### config.mk
export PLATFORM = sky130hd
export DESIGN_NAME = div_iter
export DESIGN_NICKNAME = d
export VERILOG_FILES = /design/src/rtl/div_iter_pkg.sv /design/src/rtl/div_iter_step.sv /design/src/rtl/div_iter.sv
export SDC_FILE = /design/constraint.sdc
export NUM_CORES = 1
export LEC_CHECK = 0
export ABC_AREA = 1
export CAP_MARGIN = 20
export CORE_MARGIN = 4
export CORE_UTILIZATION = 55
export DETAILED_ROUTE_END_ITERATION = 10
export PLACE_DENSITY_LB_ADDON = 0.15
export SYNTH_ARGS = -nofsm -noshare
export SYNTH_HDL_FRONTEND = slang
export SYNTH_SLANG_ARGS = --single-unit
### constraint.sdc
create_clock -name clk -period 9.53 [get_ports clk]
set_clock_uncertainty 0.05 [all_clocks]
set_input_delay 1.906 -clock clk [delete_from_list [all_inputs] [get_ports clk]]
set_output_delay 1.906 -clock clk [all_outputs]
set_load 0.03 [all_outputs]
### src/rtl/div_iter_pkg.sv
// Shared CPU definitions: divider FSM encoding, divider iteration count,
// exception-type codes and a small two's-complement helper.
package div_iter_pkg;

    // Number of restoring iterations; equals the operand width.
    localparam int DIV_CYCLES_DEF = 32;

    // Divider FSM encoding (2 bits).
    typedef enum logic [1:0] {
        DIV_IDLE   = 2'd0,
        DIV_BYZERO = 2'd1,
        DIV_ON     = 2'd2,
        DIV_END    = 2'd3
    } div_state_e;

    // Exception-type codes used by the CPU's exception logic.
    localparam logic [4:0] EXC_INT  = 5'd0;
    localparam logic [4:0] EXC_ADEL = 5'd4;
    localparam logic [4:0] EXC_ADES = 5'd5;
    localparam logic [4:0] EXC_SYS  = 5'd8;
    localparam logic [4:0] EXC_BP   = 5'd9;
    localparam logic [4:0] EXC_RI   = 5'd10;
    localparam logic [4:0] EXC_OV   = 5'd12;

    // Two's-complement negate when neg is set; wraps at 32 bits, so
    // 0x80000000 maps to itself.
    function automatic logic [31:0] cond_neg(input logic [31:0] v, input logic neg);
        return neg ? (~v + 32'd1) : v;
    endfunction

endpackage

### src/rtl/div_iter_step.sv
// One restoring-division iteration: shift the partial remainder left, bring
// in the next dividend bit, subtract the divisor when it fits.
module div_step (
    input  logic [31:0] rem_in,
    input  logic        dividend_msb,
    input  logic [31:0] divisor,
    output logic [31:0] rem_out,
    output logic        quot_bit
);

    logic [32:0] shifted;

    // Compare the 33-bit shifted remainder against the divisor. The true
    // difference always fits in 32 bits because rem_in < divisor, so the
    // subtraction is done modulo 2^32.
    always_comb begin
        shifted  = {rem_in, dividend_msb};
        quot_bit = (shifted >= {1'b0, divisor});
        rem_out  = quot_bit ? (shifted[31:0] - divisor) : shifted[31:0];
    end

endmodule

### src/rtl/div_iter.sv
// Iterative 32-bit signed/unsigned divider. Magnitudes are divided with a
// restoring algorithm one bit per cycle; signs are fixed up on the way out.
// result = {remainder, quotient}.
module div_iter
    import div_iter_pkg::*;
#(
    parameter int DIV_CYCLES = DIV_CYCLES_DEF
) (
    input  logic        clk,
    input  logic        rst,
    input  logic        signed_div,
    input  logic        start,
    input  logic        annul,
    input  logic [31:0] opdata1,
    input  logic [31:0] opdata2,
    output logic        stall_div,
    output logic [63:0] result,
    output logic        ready
);

    localparam int              CNT_W    = $clog2(DIV_CYCLES);
    localparam logic [CNT_W-1:0] LAST_CNT = CNT_W'(DIV_CYCLES - 1);

    div_state_e       state_q, state_d;
    logic [CNT_W-1:0] cnt_q, cnt_d;
    logic [31:0]      dividend_q, dividend_d;
    logic [31:0]      divisor_q, divisor_d;
    logic [31:0]      rem_q, rem_d;
    logic             neg_quot_q, neg_quot_d;
    logic             neg_rem_q, neg_rem_d;
    logic [63:0]      result_q, result_d;
    logic             ready_q, ready_d;

    logic [31:0]      step_rem;
    logic             step_bit;
    logic [31:0]      quot_next;
    logic             abandon;

    div_step u_step (
        .rem_in       (rem_q),
        .dividend_msb (dividend_q[31]),
        .divisor      (divisor_q),
        .rem_out      (step_rem),
        .quot_bit     (step_bit)
    );

    // The pipeline stays stalled while the divide is outstanding, released in
    // the cycle the result is presented or when the instruction is flushed.
    assign stall_div = start & ~ready_q & ~annul;
    assign result    = result_q;
    assign ready     = ready_q;

    // Next-state and datapath logic. The dividend register doubles as the
    // quotient shift register. A flush (annul, or start dropping while busy)
    // overrides everything and returns to IDLE without a ready pulse.
    always_comb begin
        state_d    = state_q;
        cnt_d      = cnt_q;
        dividend_d = dividend_q;
        divisor_d  = divisor_q;
        rem_d      = rem_q;
        neg_quot_d = neg_quot_q;
        neg_rem_d  = neg_rem_q;
        result_d   = result_q;
        ready_d    = 1'b0;
        quot_next  = {dividend_q[30:0], step_bit};

        case (state_q)
            DIV_IDLE: begin
                if (start && !annul) begin
                    rem_d = 32'd0;
                    cnt_d = '0;
                    if (opdata2 == 32'd0) begin
                        state_d    = DIV_BYZERO;
                        dividend_d = 32'd0;
                        divisor_d  = 32'd0;
                        neg_quot_d = 1'b0;
                        neg_rem_d  = 1'b0;
                    end else begin
                        state_d    = DIV_ON;
                        dividend_d = cond_neg(opdata1, signed_div & opdata1[31]);
                        divisor_d  = cond_neg(opdata2, signed_div & opdata2[31]);
                        neg_quot_d = signed_div & (opdata1[31] ^ opdata2[31]);
                        neg_rem_d  = signed_div & opdata1[31];
                    end
                end
            end
            DIV_ON: begin
                dividend_d = quot_next;
                rem_d      = step_rem;
                cnt_d      = cnt_q + CNT_W'(1);
                if (cnt_q == LAST_CNT) begin
                    state_d  = DIV_END;
                    ready_d  = 1'b1;
                    result_d = {cond_neg(step_rem, neg_rem_q),
                                cond_neg(quot_next, neg_quot_q)};
                end
            end
            DIV_BYZERO: begin
                state_d  = DIV_END;
                ready_d  = 1'b1;
                result_d = 64'd0;
            end
            DIV_END: begin
                state_d = DIV_IDLE;
            end
            default: begin
                state_d = DIV_IDLE;
            end
        endcase

        abandon = annul || (!start && (state_q == DIV_ON || state_q == DIV_BYZERO));
        if (abandon) begin
            state_d  = DIV_IDLE;
            ready_d  = 1'b0;
            result_d = result_q;
        end
    end

    // State and datapath registers with synchronous reset.
    always_ff @(posedge clk) begin
        if (rst) begin
            state_q    <= DIV_IDLE;
            cnt_q      <= '0;
            dividend_q <= 32'd0;
            divisor_q  <= 32'd0;
            rem_q      <= 32'd0;
            neg_quot_q <= 1'b0;
            neg_rem_q  <= 1'b0;
            result_q   <= 64'd0;
            ready_q    <= 1'b0;
        end else begin
            state_q    <= state_d;
            cnt_q      <= cnt_d;
            dividend_q <= dividend_d;
            divisor_q  <= divisor_d;
            rem_q      <= rem_d;
            neg_quot_q <= neg_quot_d;
            neg_rem_q  <= neg_rem_d;
            result_q   <= result_d;
            ready_q    <= ready_d;
        end
    end

endmodule

==> run_results.csv, run 1 <==
group,metric,value,unit
min_path,min_path_type,"flip-flop to flip-flop",
place,place_area,14220,um^2
drt,drtIter0Drc,1380,
synth,async_flop_share,0,%
synth,ys_top_cells_by_area,"dfxtp_1 (27%), nand2_1 (21%), inv_1 (8.1%)",
power_and_ir_drop,ir_drop,0.09604,mV
synth,synth_cell_types,49,
global_route,grt_pass1_wl,63.46,mm
cells_and_area,final_common_cell,"nand2_1",
power_and_ir_drop,finalPower,2.187,mW
floorplan,dieArea,25740,um^2
clock_tree,ctsResizeCount,0,
place,detailed_place_hpwl,30.11,mm
critical_path,rrSetupSlack,4.44,ns
clock_tree,clock_latency,0.44,ns
flow_run,drv_cap,0,
drt,via_per_inst,5.405,
cells_and_area,diodes,0,
timing,hold_viol,0,
global_route,grt_max_degree,94,
synth,syn_nets,2250,
timing,min_period,5.350,ns
floorplan,rows,55,
cells_and_area,stdcell_count,2550,
clock_tree,postCtsHoldBufs,0,
drt,ant_nets,0,
synth,yosys.area.top_type_share,26.63,%
critical_path,cp-end-kind,"primary output",
drt,drc,0,
critical_path,crit_fanout,5,
synth,syn_area,12780,um^2
place,dpl_worst_slack,4.178,ns
timing,drv_slew,0,
clock_tree,clk_path_buf_depth,2,
drt,wl_per_cell,15.43,um
place,globalplace.congestion,0.9937,
place,numPlacedInstances,2517,
clock_tree,htreeDepth,4,
clock_tree,numClockSinks,170,
power_and_ir_drop,p_leak,6.746,nW
floorplan,fp.coreArea,22780,um^2
clock_tree,post_cts_buffers,0,
critical_path,arrival,3.39,ns
clock_tree,cts_made_buffers,17,
synth,avgSynthCellArea,5.977,um^2
synth,synth_cells,2138,
drt,dr.pass1.iters,6,
floorplan,fp.dieH,160.4,um
critical_path,crit_path_start_kind,"primary input",
timing,relSlewSlack,33.90,%
clock_tree,ctsRootBufferMaster,"clkbuf_16",
global_route,grt_pass1_vias,12640,
synth,synth_edf_count,0,
synth,synth_warnings,0,
timing,whs,0.4133,ns
timing,setup_viol,0,
global_route,antenna_found_initial,0,
synth,synth_seq_area_share,26.63,%
timing,period_share,56.13,%
global_route,grtUsageTotal,29.84,%
floorplan,initial_utilization,56.10,%
global_route,gr-total-overflow,0,
cells_and_area,fin_area,14830,um^2
cells_and_area,final_cell_mix,"nand2_1 (724), inv_1 (274), a21oi_1 (202)",
drt,totalWireLength,39.36,mm
timing,worst_slack,4.180,ns
synth,ys.flop_type,"dfxtp_1",
cells_and_area,area_growth,16.04,%
cells_and_area,drive_gt1_share,5.364,%
clock_tree,cts.reportedPaths.clkPinSlew,0.07,ns
timing,worst_slew_pin_slew,0.9849,ns
critical_path,critical_path_class,"primary input to primary output",
run_status,run_status,"complete, no violations",
synth,synth_seq_cells,170,
timing,fin_tns_setup,0,ns
power_and_ir_drop,power.density,147.5,nW/um^2
drt,num_vias,13780,
synth,yosys.area.top_type,"dfxtp_1",
clock_tree,cts_tree,"yes",
place,port_buffers,134,
critical_path,worst_ep_required_time,7.57,ns
floorplan,pin_count,135,
floorplan,dieWidth,160.4,um
timing,grt_setup_unrepaired,"false",
cells_and_area,postLayoutCoreUtil,65.10,%
timing,fmax,186.9,MHz
cells_and_area,nets,2336,
registers in the layout (all words and copies together), names as in the netlist:
name and count:
ready 1, neg_rem_q 1, dividend_q 32, neg_quot_q 1, rem_q 32, state_q 2, cnt_q 5, result 64
divisor_q 32
critical path: stages:
cell and delay, ns:
clkdlybuf4s50_1 0.47, inv_1 0.04, nor2_1 0.07, inv_1 0.12
nor2_1 0.11, clkdlybuf4s50_1 0.68
power by group:
group | internal (mW) | leakage [nW] | switching [mW]
registers | 0.729 | 1.38 | 0.0188
clock network | 0.357 | 0.287 | 0.334
logic | 0.241 | 5.08 | 0.507
metal layers:
metal	up-vias	GRT usage, %	part of all wire, %
li1	6979	-	-
met1	6199	38.81	43
met2	507	49.23	46
met3	99	4.260	6.3
met4	0	13.41	4.2
met5	-	0	0
layout make-up:
| class | count | area (um^2) |
|---|---|---|
| tap | 313 | 391.6 |
| fill | 2187 | 7950 |
| clock inverter | 14 | 153.9 |
| clock buffer | 18 | 439.2 |
| inverter | 282 | 1059 |
| timing repair buffer | 145 | 1429 |
| sequential | 170 | 3403 |
| multi-input combinational | 1608 | 7953 |
synth_stat cells, types with 2 or more instances:
cell type / number
a221oi_1: 2
nand3_1: 146
o211ai_1: 4
xnor2_1: 22
a21oi_1: 203
inv_1: 276
nor3b_1: 2
a21o_1: 2
nor4_1: 6
o21bai_1: 4
inv_2: 5
o21ai_1: 8
o31ai_1: 2
nand3b_1: 18
nand2_1: 724
nor3_1: 36
ha_1: 42
nand2_4: 2
nand3_4: 2
nand4_1: 20
and2_1: 7
nor3_2: 2
o21ai_2: 5
nor2_2: 14
a41oi_1: 2
nor2_4: 5
nand2_2: 20
buf_2: 6
buf_4: 4
nor2_1: 147
o21ai_0: 61
a31oi_1: 26
buf_1: 5
buf_6: 6
o22ai_1: 5
or2_2: 10
dfxtp_1: 170
nand3_2: 4
buf_8: 2
clkbuf_1: 55
xor2_1: 48
cell families after synthesis:
family          Yosys count  share of synthesized area (%)
flops                   170                          26.63
xor+xnor                 70                          4.798
compound gates          326                          13.62
simple gates           1169                          39.40
buf+inv                 360                          11.28
fa+ha+maj                43                          4.269
worst paths after layout:
check,endpoint,start,depth (start not counted)
worst max-delay path,stall_div,start,6
worst min-delay path,result[37],result[37],2
worst max register to register,result[30],divisor_q[8],28
worst min register to register,result[37],result[37],2
Note: power is estimated with default switching activity, not from simulation.
==> inputs of run 2 (changes only) <==
- clock period: 9.53 -> 5.1 ns (I/O delays scaled with it)
==> run 2 against run 1 <==
  * Count of clock-buffer cells in the layout stayed put
  * Die area unchanged
  * Via count up 1.2%
  * Largest power group is now clock
  * Cell count up 0.24%
  * Combinational power up 90%
  * First-iteration DRC count is 1.7% higher
  * Sequential share of layout area fell by 0.17 points
  * Worst hold slack improved by 0.0031 ns
  * Highest routed layer unchanged
  * Global-route usage rose by 1.4 points
  * Critical path depth rose by 21
  * Final area rose by 0.76%
  * Wire length increased by 4.7%
==> run_results.csv, run 2 (synthesis results as in run 1) <==
group,metric,value,unit
run_status,run_status,"complete, no violations",
floorplan,fp.coreArea,22780,um^2
timing,fin_tns_setup,0,ns
place,port_buffers,134,
timing,drv_slew,0,
clock_tree,clock_latency,0.45,ns
drt,drtIter0Drc,1404,
power_and_ir_drop,swShare,37.24,%
drt,via_per_inst,5.457,
global_route,grt_pass1_wl,65.63,mm
cells_and_area,nets,2342,
timing,hold_viol,0,
clock_tree,clk_path_buf_depth,2,
critical_path,crit_fanout,5,
place,globalplace.congestion,0.9756,
floorplan,rows,55,
cells_and_area,drive_gt1_share,5.573,%
critical_path,critical_path_class,"flip-flop to flip-flop",
floorplan,pin_count,135,
clock_tree,ctsResizeCount,0,
timing,fmax,232.1,MHz
power_and_ir_drop,combinationalPowerShare,32.9,%
drt,totalWireLength,41.22,mm
critical_path,worst_ep_required_time,5.36,ns
critical_path,crit_path_start_kind,"flip-flop",
power_and_ir_drop,switchingPower,1.602,mW
global_route,antenna_found_initial,0,
cells_and_area,largest_reg_flops,64,
cells_and_area,final_common_cell,"nand2_1",
global_route,grt_max_degree,83,
power_and_ir_drop,p_seq_share,32.5,%
floorplan,fp.dieH,160.4,um
power_and_ir_drop,power.density,288.0,nW/um^2
power_and_ir_drop,pwr-share-clk,34.6,%
clock_tree,cts_tree,"yes",
critical_path,cp-end-kind,"flip-flop",
clock_tree,post_cts_buffers,0,
timing,min_period,4.308,ns
cells_and_area,area_growth,16.92,%
timing,grt_setup_unrepaired,"false",
clock_tree,htreeDepth,4,
drt,num_vias,13950,
drt,wl_per_cell,16.12,um
clock_tree,postCtsHoldBufs,0,
global_route,grtUsageTotal,31.24,%
flow_run,drv_cap,0,
global_route,gr-total-overflow,0,
critical_path,arrival,4.57,ns
drt,dr.pass1.iters,6,
clock_tree,numClockSinks,170,
cells_and_area,postLayoutCoreUtil,65.59,%
timing,relSlewSlack,37.56,%
clock_tree,ctsRootBufferMaster,"clkbuf_16",
floorplan,dieArea,25740,um^2
timing,setup_viol,0,
timing,period_share,84.47,%
place,detailed_place_hpwl,31.67,mm
clock_tree,cts_made_buffers,17,
power_and_ir_drop,ir_drop,0.2131,mV
timing,worst_slew_pin_slew,0.9366,ns
min_path,min_path_type,"flip-flop to flip-flop",
cells_and_area,final_cell_mix,"nand2_1 (724), inv_1 (274), a21oi_1 (202)",
power_and_ir_drop,intPower,2.700,mW
drt,ant_nets,0,
cells_and_area,diodes,0,
floorplan,dieWidth,160.4,um
floorplan,initial_utilization,56.10,%
drt,drc,0,
clock_tree,cts.reportedPaths.clkPinSlew,0.07,ns
global_route,grt_pass1_vias,12790,
power_and_ir_drop,p_leak,6.803,nW
[run 2: final cells by class]
cell class / instances / area [um^2]
multi-input combinational: 1608 / 7953
clock buffer: 18 / 429.2
timing repair buffer: 151 / 1474
sequential: 170 / 3403
fill: 2195 / 7838
clock inverter: 14 / 231.5
inverter: 282 / 1059
tap: 313 / 391.6
[run 2: worst max-delay path, cell delays in order, from the launching register on]
cell     delay (ns)
dfxtp_1        0.34
inv_1          0.09
ha_1           0.41
nand2_1        0.16
nor2_1         0.07
nand2_1        0.10
nor2_2         0.06
nand3_1        0.07
nand3_1        0.09
nor2_2         0.14
nand2_2        0.08
inv_2          0.10
ha_1           0.18
nand3_1        0.11
nor3_1         0.25
nand3_1        0.15
nor3_1         0.25
nand3_1        0.18
nor2_1         0.20
nand2_1        0.10
o21ai_1        0.22
nand3_1        0.14
a21oi_1        0.24
nand2_1        0.11
nor2_1         0.10
nor2_1         0.05
nand2_1        0.09
a21oi_1        0.05
[run 2: final timing paths]
kind	start	slack, ns	endpoint	cells past startpoint
max	divisor_q[18]	0.79	result[30]	27
min	result[17]	0.42	result[17]	2
max reg2reg	divisor_q[18]	0.79	result[30]	27
min reg2reg	result[17]	0.42	result[17]	2
[run 2: through the flow]
stage / cell area [um^2] / setup WS, ns / hold WS, ns / power [mW] / instances
2_1_floorplan: 12780 / 1.309 / 0.3945 / 2.441 / 2138
3_3_place_gp: 14260 / 0.8320 / 0.4021 / 2.795 / 2523
3_5_place_dp: 14260 / 0.8747 / 0.4051 / 2.805 / 2523
4_1_cts: 14930 / 0.8703 / 0.4169 / 4.281 / 2555
5_1_grt: 14940 / 0.1596 / 0.4304 / 4.531 / 2556
6_report: 14940 / 0.7918 / 0.4164 / 4.303 / 2556
[run 2: per-layer routing]
layer | vias up | global-route usage [%] | wire length (um)
met1 | 6351 | 41.03 | 18070
met2 | 524 | 51.57 | 18900
met4 | 0 | 12.20 | 1659
met5 | - | 0 | 0
met3 | 85 | 4.953 | 2588
li1 | 6989 | - | -
[run 2: power by group through the flow]
stage | registers [mW] | logic [mW] | clock network (mW)
4_1_cts | 1.40 | 1.39 | 1.49
3_5_place_dp | 1.43 | 1.38 | 0
2_1_floorplan | 1.42 | 1.02 | 0
3_3_place_gp | 1.42 | 1.37 | 0
5_1_grt | 1.40 | 1.57 | 1.56
6_report | 1.40 | 1.42 | 1.49
